--- src/rtl/fir_pkg.sv ---
// Shared sizing and state encoding for the FIR operand sequencer.
package fir_pkg;

  localparam int NTAP = 11;
  localparam int DW   = 32;
  localparam int AW   = 4;

  typedef enum logic [1:0] {
    IDLE    = 2'd0,
    WAIT    = 2'd1,
    ISSUE   = 2'd2,
    COLLECT = 2'd3
  } state_t;

endpackage

--- src/rtl/fir_sample_ring.sv ---
// Circular history of the last NTAP input samples with a tap-relative read port.
module fir_sample_ring #(
  parameter int NTAP = fir_pkg::NTAP,
  parameter int DW   = fir_pkg::DW,
  parameter int AW   = fir_pkg::AW
) (
  input  logic          CLK,
  input  logic          Resetn,
  input  logic          we,
  input  logic [DW-1:0] wdata,
  input  logic [AW-1:0] idx,
  output logic [DW-1:0] rdata
);

  localparam logic [AW-1:0] NTAP_A = AW'(NTAP);
  localparam logic [AW:0]   NTAP_E = (AW+1)'(NTAP);
  localparam logic [AW-1:0] LAST   = AW'(NTAP - 1);

  logic [DW-1:0] ring_reg [NTAP];
  logic [AW-1:0] wp_reg;
  logic [AW-1:0] nidx_reg;
  logic [AW-1:0] rd_ptr;

  always_ff @(posedge CLK or negedge Resetn) begin
    if (!Resetn) begin
      wp_reg   <= '0;
      nidx_reg <= '0;
      for (int i = 0; i < NTAP; i++) ring_reg[i] <= '0;
    end else if (we) begin
      ring_reg[wp_reg] <= wdata;
      nidx_reg         <= wp_reg;
      wp_reg           <= (wp_reg == LAST) ? '0 : wp_reg + 1'b1;
    end
  end

  // Tap i reads x[n-i]; stepping back past slot 0 wraps to the top of the ring.
  assign rd_ptr = (nidx_reg >= idx) ? (nidx_reg - idx) : (nidx_reg + NTAP_A - idx);
  assign rdata  = ({1'b0, rd_ptr} < NTAP_E) ? ring_reg[rd_ptr] : '0;

endmodule

--- src/rtl/fir_operand_sequencer.sv ---
// Feeds (sample, coefficient) pairs to the free-running FIR MAC kernel in step
// with its frame boundary and returns each completed sum on an output stream.
module fir_operand_sequencer #(
  parameter int NTAP = fir_pkg::NTAP,
  parameter int DW   = fir_pkg::DW,
  parameter int AW   = fir_pkg::AW
) (
  input  logic          CLK,
  input  logic          Resetn,
  input  logic          s_valid,
  output logic          s_ready,
  input  logic [DW-1:0] s_data,
  input  logic          coef_we,
  input  logic [AW-1:0] coef_addr,
  input  logic [DW-1:0] coef_wdata,
  output logic [DW-1:0] k_X,
  output logic [DW-1:0] k_tap,
  input  logic [DW-1:0] k_Y,
  input  logic          k_done,
  output logic          m_valid,
  input  logic          m_ready,
  output logic [DW-1:0] m_data,
  output logic          busy
);

  import fir_pkg::*;

  localparam logic [AW:0]   NTAP_E = (AW+1)'(NTAP);
  localparam logic [AW-1:0] LAST   = AW'(NTAP - 1);

  state_t        state_reg;
  logic [AW-1:0] idx_reg;
  logic          m_valid_reg;
  logic [DW-1:0] m_data_reg;
  logic [DW-1:0] coef_reg [NTAP];

  logic          s_fire;
  logic          coef_fire;
  logic          present;
  logic [DW-1:0] ring_rdata;

  assign s_ready   = (state_reg == IDLE) && !m_valid_reg;
  assign s_fire    = s_valid && s_ready;
  assign coef_fire = coef_we && (state_reg == IDLE) && ({1'b0, coef_addr} < NTAP_E);

  // The first pair must land on the same edge the kernel restarts its sum.
  assign present = (state_reg == ISSUE) || ((state_reg == WAIT) && k_done);
  assign k_X     = present ? ring_rdata : '0;
  assign k_tap   = present ? coef_reg[idx_reg] : '0;

  assign busy    = (state_reg != IDLE);
  assign m_valid = m_valid_reg;
  assign m_data  = m_data_reg;

  always_ff @(posedge CLK or negedge Resetn) begin
    if (!Resetn) begin
      for (int i = 0; i < NTAP; i++) coef_reg[i] <= '0;
    end else if (coef_fire) begin
      coef_reg[coef_addr] <= coef_wdata;
    end
  end

  always_ff @(posedge CLK or negedge Resetn) begin
    if (!Resetn) begin
      state_reg   <= IDLE;
      idx_reg     <= '0;
      m_valid_reg <= 1'b0;
      m_data_reg  <= '0;
    end else begin
      if (m_valid_reg && m_ready) m_valid_reg <= 1'b0;
      case (state_reg)
        IDLE: begin
          if (s_fire) state_reg <= WAIT;
        end
        WAIT: begin
          if (k_done) begin
            idx_reg   <= AW'(1);
            state_reg <= ISSUE;
          end
        end
        ISSUE: begin
          if (idx_reg == LAST) begin
            idx_reg   <= '0;
            state_reg <= COLLECT;
          end else begin
            idx_reg <= idx_reg + 1'b1;
          end
        end
        COLLECT: begin
          // Without k_done here the kernel is out of phase; hold until it ends a frame.
          if (k_done) begin
            m_data_reg  <= k_Y;
            m_valid_reg <= 1'b1;
            state_reg   <= IDLE;
          end
        end
        default: state_reg <= IDLE;
      endcase
    end
  end

  fir_sample_ring #(
    .NTAP(NTAP),
    .DW  (DW),
    .AW  (AW)
  ) u_ring (
    .CLK   (CLK),
    .Resetn(Resetn),
    .we    (s_fire),
    .wdata (s_data),
    .idx   (idx_reg),
    .rdata (ring_rdata)
  );

endmodule

--- config.mk ---
export PLATFORM = sky130hd
export DESIGN_NAME = fir_operand_sequencer
export DESIGN_NICKNAME = d
export VERILOG_FILES = /design/src/rtl/fir_pkg.sv /design/src/rtl/fir_sample_ring.sv /design/src/rtl/fir_operand_sequencer.sv
export SDC_FILE = /design/constraint.sdc
export NUM_CORES = 1
export LEC_CHECK = 0
export BUFFER_PORTS_ARGS = -buffer_cell sky130_fd_sc_hd__buf_2
export CAP_MARGIN = 20
export CORE_MARGIN = 4
export CORE_UTILIZATION = 50
export CTS_BUF_LIST = sky130_fd_sc_hd__clkbuf_8 sky130_fd_sc_hd__clkbuf_16
export DETAILED_ROUTE_END_ITERATION = 8
export PLACE_DENSITY_LB_ADDON = 0.3
export RECOVER_POWER = 25
export REMOVE_ABC_BUFFERS = 1
export SYNTH_ARGS = -nofsm -noshare
export SYNTH_HDL_FRONTEND = slang
export SYNTH_HIERARCHICAL = 1
export SYNTH_SLANG_ARGS = --single-unit
export TNS_END_PERCENT = 20
--- constraint.sdc ---
create_clock -name CLK -period 4 [get_ports CLK]
set_clock_uncertainty 0.05 [all_clocks]
set_input_delay 0.4 -clock CLK [delete_from_list [all_inputs] [get_ports CLK]]
set_output_delay 0.4 -clock CLK [all_outputs]
set_load 0.05 [all_outputs]
==> results.txt <==
status: finished with violations
failing checks: max-capacitance violations, max-slew violations, negative setup slack
FF-to-FF Start: state_reg[0]$_DFFE_PN0P_
max cap viols: 1
Synth Cell Area: 35,200 um2
clk_lat worst skew: 610 ps
Final Cycle Share: 106%
final worst path period need: 4230 ps
maximum root-to-sink buffer count: 3
Pwr Total: 39.6 mW
ratio of cells with drive above 1 in the final layout: 50.4%
area of the core: 69,900 um2
DRT iter0 DRCs: 1,623
HPWL after DPL: 51.9 mm
I/O Buffers: 204
wire length per cell: 25.0 um
Site Rows: 97
number of buffers created by CTS: 81
Die H: 273 um
endpoints failing hold: 0
Worst Reg2Reg Path Length in Cells: 7
# DRC: 0
vias: 22,800
worst-path maximum fanout: 8
Placer Congestion: 0.797
Synth Warn #: 6
Hold Path Sink: u_ring/ring_reg[322]$_DFFE_PN0P_
vias in the first global route: 24,600
initial antenna violation count: 13
Cells after Synth: 2,540
Worst Tran Pin Value: 2970 ps
kind of critical path: reg2out
relative slew slack: -98.3%
post-route worst setup slack: -228 ps
synth unique cells: 63
Pre-antenna DRT Iters: 5
Finished Cell Area: 41,500 um2
CTS tree: done
Avg Synthesized Cell Area: 13.9 um2
initial core utilization: 50.3%
final setup fails: 32
Clock Sinks: 751
remaining global-route overflow: 0
FFs w/ async S/R, synth: 100%
mean number of vias per cell: 6.10
clock slew at reported path FFs: 60 ps
GRT Util Overall: 24.7%
RSZ-0062 raised after global routing: true
Root Driver: clkbuf_16
Slew Limit Fails: 107
global-route wire length before repair: 145 mm
EDFF count, synth: 0
Area after DPL: 37,300 um2
Seq/Total Area, Yosys: 53.4%
Layout Nets: 2,855
worst hold stages: 2
Die W: 273 um
Crit. End Element: output pin
pwr dens: 954 nW/um2
Routed WL: 93.6 mm
# IOs: 205
Main synth FF type: dfrtp_1
maximum VDD drop: 0.816 mV
final hold slack: 93.8 ps
Lkg Pwr: 19.6 nW
H-tree depth: 3
Area Overhead vs Synth: 17.8%
flop-to-flop setup slack: 270 ps
hold crit path type: in2reg
Worst Hold Launch: s_data[2]
top achievable clock speed: 237 MHz
Worst R2R End: u_ring/ring_reg[199]$_DFFE_PN0P_
#FFs+latches synth: 751
antenna-violating nets left: 0
Critical Path AT: 3780 ps
Critical Path Source Type: flop
largest net degree at the start of global routing: 109
die area: 74,700 um2
Data required, critical path: 3550 ps
## final cells by class
cell class / instances / area, um2
well taps: 940 / 1180
fillers: 5384 / 28400
multi-input cells: 1487 / 15500
clock inverters: 38 / 298
inverters: 53 / 201
diodes: 8 / 20.0
repair buffers: 358 / 3020
clock buffers: 108 / 2420
flip-flops and latches: 751 / 18800
## critical path: stages (launching register included)
cell	delay [ps]
dfrtp_1	410
ha_4	300
ha_4	130
inv_2	40
fa_2	340
xor2_2	170
xnor2_2	150
a32oi_2	270
buf_4	160
nor3_4	50
buf_6	160
buf_16	160
a22o_1	220
or3_1	300
and2_4	150
buf_8	140
## cell families after synthesis
group                      Yosys count  share of synthesized area, %
xor gates and xnor gates             4                        0.0996
muxes                              914                          31.2
DFF                                751                          53.4
AOI/OAI and AO/OA                  297                          6.80
and+or+nand+nor                    255                          3.96
adders and majority gates           17                         0.668
buffers and inverters              302                          3.84
## worst max-delay path by stage
stage | slack (ps) | start | to
after floorplan | -4280 | idx_reg[0]$_DFFE_PN0P_ | k_X[25]
after global placement | 220 | u_ring/nidx_reg[0]$_DFFE_PN0P_ | k_X[25]
after detailed placement | 190 | u_ring/nidx_reg[0]$_DFFE_PN0P_ | k_X[15]
after CTS | -260 | idx_reg[0]$_DFFE_PN0P_ | k_X[28]
after global routing | -360 | u_ring/nidx_reg[1]$_DFFE_PN0P_ | k_X[10]
final | -230 | u_ring/nidx_reg[1]$_DFFE_PN0P_ | k_X[12]
## timing repair
action | 4_1_cts | 5_1_grt
setup buffers | 17 | 7
setup endpoints to repair | 64 | 51
hold buffers | 34 | 0
gates cloned | 8 | 3
pin swaps | 17 | 30
gates resized for setup | 104 | 60
hold endpoints to repair | 126 | 0
## through the flow
step	cells	setup slack, ps	util (%)	setup TNS, ps
after floorplan	2291	-4280	-	-198300
after global placement	3520	223	53.4	0
after detailed placement	3521	190	53.4	0
after CTS	3726	-262	58.8	-7650
after global routing	3738	-360	59.3	-36860
final	3743	-228	59.3	-5640
## synthesized netlist by cell type, types with 32 or more instances
cell type / instances / area (um2)
clkbuf_1: 126 / 473
a211oi_1: 32 / 240
nand4_1: 32 / 200
buf_2: 75 / 375
nand2_1: 80 / 300
dfrtp_1: 751 / 18800
and2_1: 34 / 213
mux4_2: 66 / 1490
a22o_1: 35 / 307
a22oi_1: 32 / 240
o221ai_1: 68 / 596
mux2_2: 786 / 8850
mux2i_1: 47 / 470
inv_1: 50 / 188
and3_1: 35 / 219
## report_power, final
part / internal [mW] / switching, mW / leakage, nW
sequential: 10.6 / 1.62 / 9.93
clock: 4.43 / 3.06 / 1.41
combinational: 9.05 / 10.8 / 8.23
total: 24.1 / 15.5 / 19.6
## routing by layer
metal | part of all wire, % | vias to the layer above | global-route usage [%] | routed length (um)
met1 | 41 | 12200 | 31.3 | 38200
met4 | 3.0 | 12 | 7.81 | 2800
li1 | - | 9818 | - | -
met5 | 0.088 | - | 0 | 82
met3 | 4.7 | 190 | 3.87 | 4400
met2 | 51 | 619 | 43.5 | 48100
## layout by cell type, fill, tap and decap left out, types with 47 or more instances in the layout
cell,instances
mux2i_1,47
dfrtp_1,748
inv_1,60
buf_4,68
buf_2,170
nand2_1,76
o221ai_1,68
clkbuf_16,86
mux2_2,783
mux4_2,66
Note: power is estimated with default switching activity, not from simulation.
